**src/rtl/mesh_term_pkg.sv**
```systemverilog
// Shared field layout, packet type and terminal-legality check for the mesh
// edge-terminal packet source.
package mesh_term_pkg;

  localparam int ID_W     = 8;
  localparam int ROW_W    = 4;
  localparam int COL_W    = 4;
  localparam int MODE_W   = 1;
  localparam int PYLD_W   = 15;

  localparam int ID_LSB   = 24;
  localparam int ROW_LSB  = 20;
  localparam int COL_LSB  = 16;
  localparam int MODE_BIT = 15;
  localparam int PYLD_LSB = 0;

  typedef struct packed {
    logic [ID_W-1:0]   id;
    logic [ROW_W-1:0]  row;
    logic [COL_W-1:0]  col;
    logic [MODE_W-1:0] mode;
    logic [PYLD_W-1:0] pyld;
  } mesh_pkt_t;

  // Only edge terminals (outer ring minus the corners) and broadcast are reachable.
  function automatic logic is_legal_term(
    input logic [ROW_W-1:0]       row,
    input logic [COL_W-1:0]       col,
    input int                     rows,
    input int                     colums,
    input logic [ROW_W+COL_W-1:0] bdcst
  );
    int   r;
    int   c;
    logic inner_row;
    logic inner_col;
    logic edge_row;
    logic edge_col;
    r         = int'(row);
    c         = int'(col);
    inner_row = (r >= 1) && (r <= rows);
    inner_col = (c >= 1) && (c <= colums);
    edge_row  = (r == 0) || (r == rows + 1);
    edge_col  = (c == 0) || (c == colums + 1);
    return ({row, col} == bdcst) || (inner_row && edge_col) || (inner_col && edge_row);
  endfunction

endpackage

```
**src/rtl/mesh_term_fifo.sv**
```systemverilog
// First-word-fall-through FIFO; the head entry is always visible on o_data.
// Push while full and pop while empty are ignored.
module mesh_term_fifo #(
  parameter int DW    = 32,
  parameter int DEPTH = 4
) (
  input  logic                     clk,
  input  logic                     reset,
  input  logic                     i_push,
  input  logic [DW-1:0]            i_data,
  input  logic                     i_pop,
  output logic [DW-1:0]            o_data,
  output logic                     o_full,
  output logic                     o_empty,
  output logic [$clog2(DEPTH):0]   o_count
);

  localparam int AW = $clog2(DEPTH);

  logic [DW-1:0] r_mem [DEPTH];
  logic [AW-1:0] r_wptr;
  logic [AW-1:0] r_rptr;
  logic [AW:0]   r_count;
  logic          w_push;
  logic          w_pop;

  assign o_full  = (r_count == (AW+1)'(DEPTH));
  assign o_empty = (r_count == '0);
  assign o_count = r_count;
  assign o_data  = r_mem[r_rptr];

  assign w_push  = i_push && !o_full;
  assign w_pop   = i_pop && !o_empty;

  // Storage is cleared on reset so the head reads zero out of reset.
  always_ff @(posedge clk) begin
    if (!reset) begin
      for (int i = 0; i < DEPTH; i++) begin
        r_mem[i] <= '0;
      end
    end else if (w_push) begin
      r_mem[r_wptr] <= i_data;
    end
  end

  always_ff @(posedge clk) begin
    if (!reset) begin
      r_wptr  <= '0;
      r_rptr  <= '0;
      r_count <= '0;
    end else begin
      if (w_push) begin
        r_wptr <= r_wptr + AW'(1);
      end
      if (w_pop) begin
        r_rptr <= r_rptr + AW'(1);
      end
      case ({w_push, w_pop})
        2'b10:   r_count <= r_count + (AW+1)'(1);
        2'b01:   r_count <= r_count - (AW+1)'(1);
        default: r_count <= r_count;
      endcase
    end
  end

endmodule

```
**src/rtl/mesh_term_src.sv**
```systemverilog
// Edge-terminal packet source: stamps requests with TERM_ID, drops illegal
// targets, buffers legal packets and feeds one mesh input port.
module mesh_term_src
  import mesh_term_pkg::*;
#(
  parameter int          ROWS       = 4,
  parameter int          COLUMS     = 4,
  parameter int          pckg_sz    = 32,
  parameter int          fifo_depth = 4,
  parameter logic [7:0]  bdcst      = {8{1'b1}},
  parameter logic [7:0]  TERM_ID    = 8'h01
) (
  input  logic                  clk,
  input  logic                  reset,
  input  logic                  in_valid,
  output logic                  in_ready,
  input  logic [3:0]            in_row,
  input  logic [3:0]            in_col,
  input  logic                  in_mode,
  input  logic [pckg_sz-18:0]   in_pyld,
  output logic                  pndng_i_in,
  output logic [pckg_sz-1:0]    data_out_i_in,
  input  logic                  popin,
  output logic [15:0]           sent_cnt,
  output logic [15:0]           drop_cnt
);

  localparam int CW = $clog2(fifo_depth) + 1;

  logic [pckg_sz-1:0] w_pkt;
  logic               w_legal;
  logic               w_accept;
  logic               w_push;
  logic               w_drop;
  logic               w_pop;
  logic               w_full;
  logic               w_empty;
  logic [CW-1:0]      w_count;
  logic [15:0]        r_sent_cnt;
  logic [15:0]        r_drop_cnt;

  always_comb begin
    w_pkt                        = '0;
    w_pkt[ID_LSB +: ID_W]        = TERM_ID;
    w_pkt[ROW_LSB +: ROW_W]      = in_row;
    w_pkt[COL_LSB +: COL_W]      = in_col;
    w_pkt[MODE_BIT]              = in_mode;
    w_pkt[PYLD_LSB +: PYLD_W]    = in_pyld;
  end

  assign w_legal    = is_legal_term(in_row, in_col, ROWS, COLUMS, bdcst);

  // Readiness depends on occupancy only, never on popin.
  assign in_ready   = !w_full;
  assign pndng_i_in = (w_count != '0);

  assign w_accept   = in_valid && in_ready;
  assign w_push     = w_accept && w_legal;
  assign w_drop     = w_accept && !w_legal;
  assign w_pop      = popin && !w_empty;

  mesh_term_fifo #(
    .DW    (pckg_sz),
    .DEPTH (fifo_depth)
  ) u_fifo (
    .clk     (clk),
    .reset   (reset),
    .i_push  (w_push),
    .i_data  (w_pkt),
    .i_pop   (w_pop),
    .o_data  (data_out_i_in),
    .o_full  (w_full),
    .o_empty (w_empty),
    .o_count (w_count)
  );

  always_ff @(posedge clk) begin
    if (!reset) begin
      r_sent_cnt <= '0;
      r_drop_cnt <= '0;
    end else begin
      if (w_pop && (r_sent_cnt != 16'hFFFF)) begin
        r_sent_cnt <= r_sent_cnt + 16'd1;
      end
      if (w_drop && (r_drop_cnt != 16'hFFFF)) begin
        r_drop_cnt <= r_drop_cnt + 16'd1;
      end
    end
  end

  assign sent_cnt = r_sent_cnt;
  assign drop_cnt = r_drop_cnt;

endmodule

```
**config.mk**
```make
export PLATFORM = sky130hd
export DESIGN_NAME = mesh_term_src
export DESIGN_NICKNAME = d
export VERILOG_FILES = /design/src/rtl/mesh_term_pkg.sv /design/src/rtl/mesh_term_fifo.sv /design/src/rtl/mesh_term_src.sv
export SDC_FILE = /design/constraint.sdc
export NUM_CORES = 1
export LEC_CHECK = 0
export ABC_AREA = 1
export BUFFER_PORTS_ARGS = -buffer_cell sky130_fd_sc_hd__clkbuf_2
export CAP_MARGIN = 20
export CORE_MARGIN = 3
export CORE_UTILIZATION = 58
export DETAILED_ROUTE_END_ITERATION = 8
export PLACE_DENSITY = 0.88
export SLEW_MARGIN = 20
export SYNTH_ARGS = -nofsm -noshare
export SYNTH_HDL_FRONTEND = slang
export SYNTH_HIERARCHICAL = 1
export SYNTH_SLANG_ARGS = --single-unit
export TNS_END_PERCENT = 20
```
**constraint.sdc**
```tcl
create_clock -name clk -period 4.9 [get_ports clk]
set_input_delay 0.245 -clock clk [delete_from_list [all_inputs] [get_ports clk]]
set_output_delay 0.245 -clock clk [all_outputs]
set_load 0.1 [all_outputs]
```
Word level (Yosys, flattened, before mapping). Memory sizes are Yosys's and may differ from the RTL's. A register that Yosys moved wholly into a read port is not among the register bits. Cells that the tools add are included.

Bits in registers: 39. RAM bits: 100. Input bits: 28. Output and inout port bits: 66. Word-level logic and storage cells: 59. Memories: 1.

Add/sub/neg operators: 6. Magnitude comparators: 4. Eq/ne operators: 8. Multiplexer cells: 10. Reductions and logical operators: 25.

Memories: u_fifo.r_mem (words 4, bits a word 25, read ports 1, clocked after Yosys merged registers in 1, wr ports 4, line mesh_term_fifo.sv:20) `logic [DW-1:0] r_mem [DEPTH];`.

Operator list (number): $add A16 B1 Y16 const B (2); $ne A16 B16 Y1 const B (2); $mux W25 (1); $reduce_or A25 Y1 (1); $logic_and A1 B1 Y1 (12); $eq A4 B4 Y1 const B (2); $eq A8 B8 Y1 const B (1); $ge A4 B1 Y1 const B (2); $le A4 B3 Y1 const B (2); $logic_not A4 Y1 (2); $mux W2 (3); $pmux W3 S2 (1); $mux W1 (5); $add A2 B1 Y2 const B (2); $logic_or A1 B1 Y1 (4); $add A3 B1 Y3 const B (1); $eq A3 B3 Y1 const B (1); $logic_not A1 Y1 (3); $logic_not A3 Y1 (1); $reduce_bool A3 Y1 (1); $sub A3 B1 Y3 const B (1); $eq A2 B1 Y1 const B (1); $eq A2 B2 Y1 const B (1); $reduce_bool A2 Y1 (1).

Depth between registers and ports, before layout.
Depth in word-level cells: 12. Mapped depth: 18. Gate-level depth less buffers: 18.

Hierarchy. Netlist, hierarchy kept.

Modules (own cells, without submodules): mesh_term_fifo (instances 1, cells each 584, area an instance 6237.2 µm², seq. area each 4023.9 µm²); mesh_term_src (instances 1, cells each 329, area an instance 2088.3 µm², seq. area each 640.6 µm²).

Least setup slack after synthesis. No wires, ideal clock.

Path type: reg-to-reg. Start: register u_fifo.r_count[0], in the netlist u_fifo/o_count[0]. End: memory u_fifo/r_mem[0][0] (netlist bit) (enable). Library setup time: 0.466 ns. Data arrival time: 3.979 ns. Required time: 4.434 ns. Path slack: 0.456 ns. Cell stages (with the launch flop): 10. Path buffers: 1. Clock period less this slack: 4.444 ns. Cell sequence: dfxtp_1 > nor2_2 > nand2_4 > inv_1 > nor2_1 > clkbuf_1 > o21ai_0 > inv_1 > nand4_2 > o21ai_0.

RTL lines: from (decl) (line mesh_term_fifo.sv:23) `logic [AW:0] r_count;`; from (signal assigned) (line mesh_term_fifo.sv:59) `2'b10: r_count <= r_count + (AW+1)'(1);`; from (signal assigned) (line mesh_term_fifo.sv:60) `2'b01: r_count <= r_count - (AW+1)'(1);`; from (signal assigned) (line mesh_term_fifo.sv:61) `default: r_count <= r_count;`; to (decl) (line mesh_term_fifo.sv:20).

==> summary.txt <==
================================================================================
Clock Pin Slew Worst Setup and Hold Paths                                0.07 ns
Sum of net half-perimeters after detailed placement                      11.5 mm
Area share of the leading cell type in the synthesized netlist             46.2%
Vert. Die Dim                                                             126 um
Global Route Usage Sum                                                     25.2%
Fill cells                                                                  1004
Worst skew pair latency                                                  0.43 ns
Synthesized area                                                        8330 um2
Clock Tree Root                                                     sky130_fd_sc_hd__clkbuf_16
Port bufs                                                                     93
Setup violation total in the final timing report                               0
Period minus WS final                                                    3.21 ns
Total negative setup slack                                                  0 ns
Core area                                                              13900 um2
Unrepaired setup endpoints after global routing                            false
Yosys top cell by area                                              sky130_fd_sc_hd__edfxtp_1
Global-route wire length before repair                                   31.8 mm
Antenna violations before repair                                               0
IO Count                                                                      94
Area delta synth->final                                                    16.0%
Final Net Count                                                             1029
Share of total power in combinational logic                                 8.2%
Data required time at the worst endpoint                                 4.66 ns
Type of the tightest min-delay check                                   in -> reg
1st-iter DRT viols                                                           539
Largest fanout on the critical path                                           65
Count of unique library cells instantiated by Yosys                           34
Number of buffers added by the clock tree synthesis step                      17
Total number of vias                                                        6777
CP arrival                                                               2.96 ns
Sequential fraction of design power                                        46.7%
Setup Fix Bufs, Post-CTS                                                       0
Post-route DRC                                                                 0
Internal power contribution                                              2.63 mW
Clock tree from TritonCTS                                                    yes
CTS hold repair buffers                                                        0
Proportion of synthesized chip area in sequential cells                    56.0%
Warnings from Yosys                                                            6
Worst rel slew slack                                                       30.3%
Count of mapped cells out of synthesis                                       913
FFs w/ async S/R, synth                                                       0%
Setup CP Type                                                         reg -> out
Transition time of the tightest slew-check pin                           1.05 ns
Total power divided by cell area                                      353 nW/um2
Maximum clock frequency                                                0.312 GHz
WL final                                                                 19.7 mm
EDFF count, synth                                                            128
Global routing met3 resource utilization                                   5.13%
Final antenna-violating net count                                              0
Routability congestion estimate                                            0.874
Post-route clock period utilization                                        65.5%
Number of levels in the clock H-tree                                           4
Met2 capacity usage during global routing                                  43.3%
Outcome                                                             complete, no violations
Clock sink count                                                             169
Worst setup EP type                                                   output pin
Effective utilization at floorplan                                         59.7%
Largest net degree at the start of global routing                             66
Routing usage on met1                                                      30.6%
Setup clock skew after layout                                         0.00896 ns
Full die area                                                          15800 um2
Average via count per standard cell                                         5.69
Clock Tree Buf Depth                                                           2
Dominant cells by area after synthesis                              sky130_fd_sc_hd__edfxtp_1 46%, sky130_fd_sc_hd__dfxtp_1 9.9%, sky130_fd_sc_hd__nor2_1 7.8%
Cell row count                                                                43
Drt first pass iters                                                           7
Layout cells sized above 1                                                 21.9%
Hold Vio Cnt, Final                                                            0
Number of max-cap violations                                                   0
Fraction of power spent switching nets                                     22.9%
PostCTS Resize Cnt                                                             0
Vias in the first global route                                              6682
Syn_area_per_cell                                                       9.12 um2
Number of pins exceeding their max-slew limit in the final report              0
Peak-usage layer in the global routing report                               met2
Ant diodes                                                                     0
Highest ir drop seen on vdd                                               218 uV
GRT overflow                                                                   0
Die width                                                                 126 um
Static leakage power                                                     3.70 nW
Clock group share of total power                                           45.0%
Main flop type after synthesis                                      sky130_fd_sc_hd__edfxtp_1
Post-DR wirelength/cell                                                  16.6 um
Post-layout utilization of the core                                        69.3%
Net switching component of the power                                    0.780 mW
Synthesis-stage register bit count                                           169
Cell with the most instances after synthesis                        sky130_fd_sc_hd__nor2_1
Kind of start point of the critical path                                register
Most common library cells after synthesis                           172 x sky130_fd_sc_hd__nor2_1, 128 x sky130_fd_sc_hd__edfxtp_1, 109 x sky130_fd_sc_hd__nand2_1
================================================================================
critical path, cell delays in order, from the launching register on:
cell	delay, ns
sky130_fd_sc_hd__dfxtp_2	0.31
sky130_fd_sc_hd__buf_4	0.30
sky130_fd_sc_hd__inv_2	0.84
sky130_fd_sc_hd__o21ai_0	0.27
sky130_fd_sc_hd__o22ai_1	0.30
sky130_fd_sc_hd__clkbuf_2	0.51
cell usage in the layout (no fill, tap or decap), types with 3 or more instances in the layout:
cell,count
sky130_fd_sc_hd__a21oi_1,25
sky130_fd_sc_hd__conb_1,8
sky130_fd_sc_hd__nor3_1,38
sky130_fd_sc_hd__nand4_1,27
sky130_fd_sc_hd__nor2_4,31
sky130_fd_sc_hd__inv_1,85
sky130_fd_sc_hd__o22ai_1,32
sky130_fd_sc_hd__o21ai_0,75
sky130_fd_sc_hd__buf_4,9
sky130_fd_sc_hd__nor2_1,172
sky130_fd_sc_hd__ha_1,3
sky130_fd_sc_hd__nand2_1,109
sky130_fd_sc_hd__nand3_1,21
sky130_fd_sc_hd__nor2_2,4
sky130_fd_sc_hd__dfxtp_1,40
sky130_fd_sc_hd__edfxtp_1,128
sky130_fd_sc_hd__a21oi_2,10
sky130_fd_sc_hd__clkbuf_16,17
sky130_fd_sc_hd__o21ai_1,4
sky130_fd_sc_hd__clkbuf_2,93
sky130_fd_sc_hd__inv_2,31
sky130_fd_sc_hd__xor2_1,8
sky130_fd_sc_hd__bufinv_16,7
sky130_fd_sc_hd__xnor2_1,5
metrics by stage:
stage	instances	cell area (um2)	setup slack, ns	power [mW]	hold slack, ns
global placement	1156	8920	1.99	1.89	0.475
floorplan	919	8350	0.456	1.83	0.414
finish	1190	9660	1.69	3.41	0.184
global route	1190	9660	1.55	3.50	0.193
CTS	1189	9630	1.69	3.42	0.173
detailed placement	1157	8950	1.85	1.90	0.482
area by class of cell:
class                           count  area (um2)  area share (%)
Sequential cell                   169        4670            48.3
Multi-Input combinational cell    589        3060            31.7
Timing Repair Buffer              104         588            6.09
Inverter                          116         435            4.51
Clock buffer                       19         433            4.48
Clock inverter                     13         248            2.57
Tap cell                          180         225            2.33
per-layer routing:
| layer | part of all wire [%] | vias up |
|---|---|---|
| li1 | - | 3214 |
| met1 | 39 | 3189 |
| met2 | 50 | 326 |
| met3 | 8.0 | 48 |
| met4 | 2.6 | 0 |
| met5 | 0 | - |
worst paths after layout:
kind	depth (start not counted)	to	slack [ns]	start
worst max-delay path	5	data_out_i_in[16]	1.69	register
worst min-delay path	3	u_fifo/r_mem[3][4]$_DFFE_PP_	0.18	in_pyld[4]
worst max register to register	11	u_fifo/r_mem[2][1]$_SDFFCE_PN0P_	2.08	u_fifo/o_count[0]$_SDFFE_PN0P_
worst min register to register	1	sent_cnt[4]$_SDFFE_PN0P_	0.50	sent_cnt[4]$_SDFFE_PN0P_
kinds of logic after synthesis:
logic type / synth area share (%)
other: 0.0902
and+or+nand+nor: 24.0
adders and majority gates: 0.691
xor gates and xnor gates: 1.37
buffers and inverters: 7.83
AOI/OAI and AO/OA: 10.0
DFF: 56.0
registers in the layout, indices dropped and copies added (netlist names), named ones only:
register,flops
u_fifo/r_mem,128
drop_cnt,16
sent_cnt,16
u_fifo/o_count,3
u_fifo/r_rptr,2
u_fifo/r_wptr,2
power by group through the flow:
stage          sequential (mW)  clock (mW)  combinational [mW]
2_1_floorplan             1.64           0               0.191
3_3_place_gp              1.62           0               0.269
3_5_place_dp              1.63           0               0.275
4_1_cts                   1.60        1.55               0.277
5_1_grt                   1.60        1.61               0.297
6_report                  1.60        1.54               0.280
(Power assumes the default switching activity.)
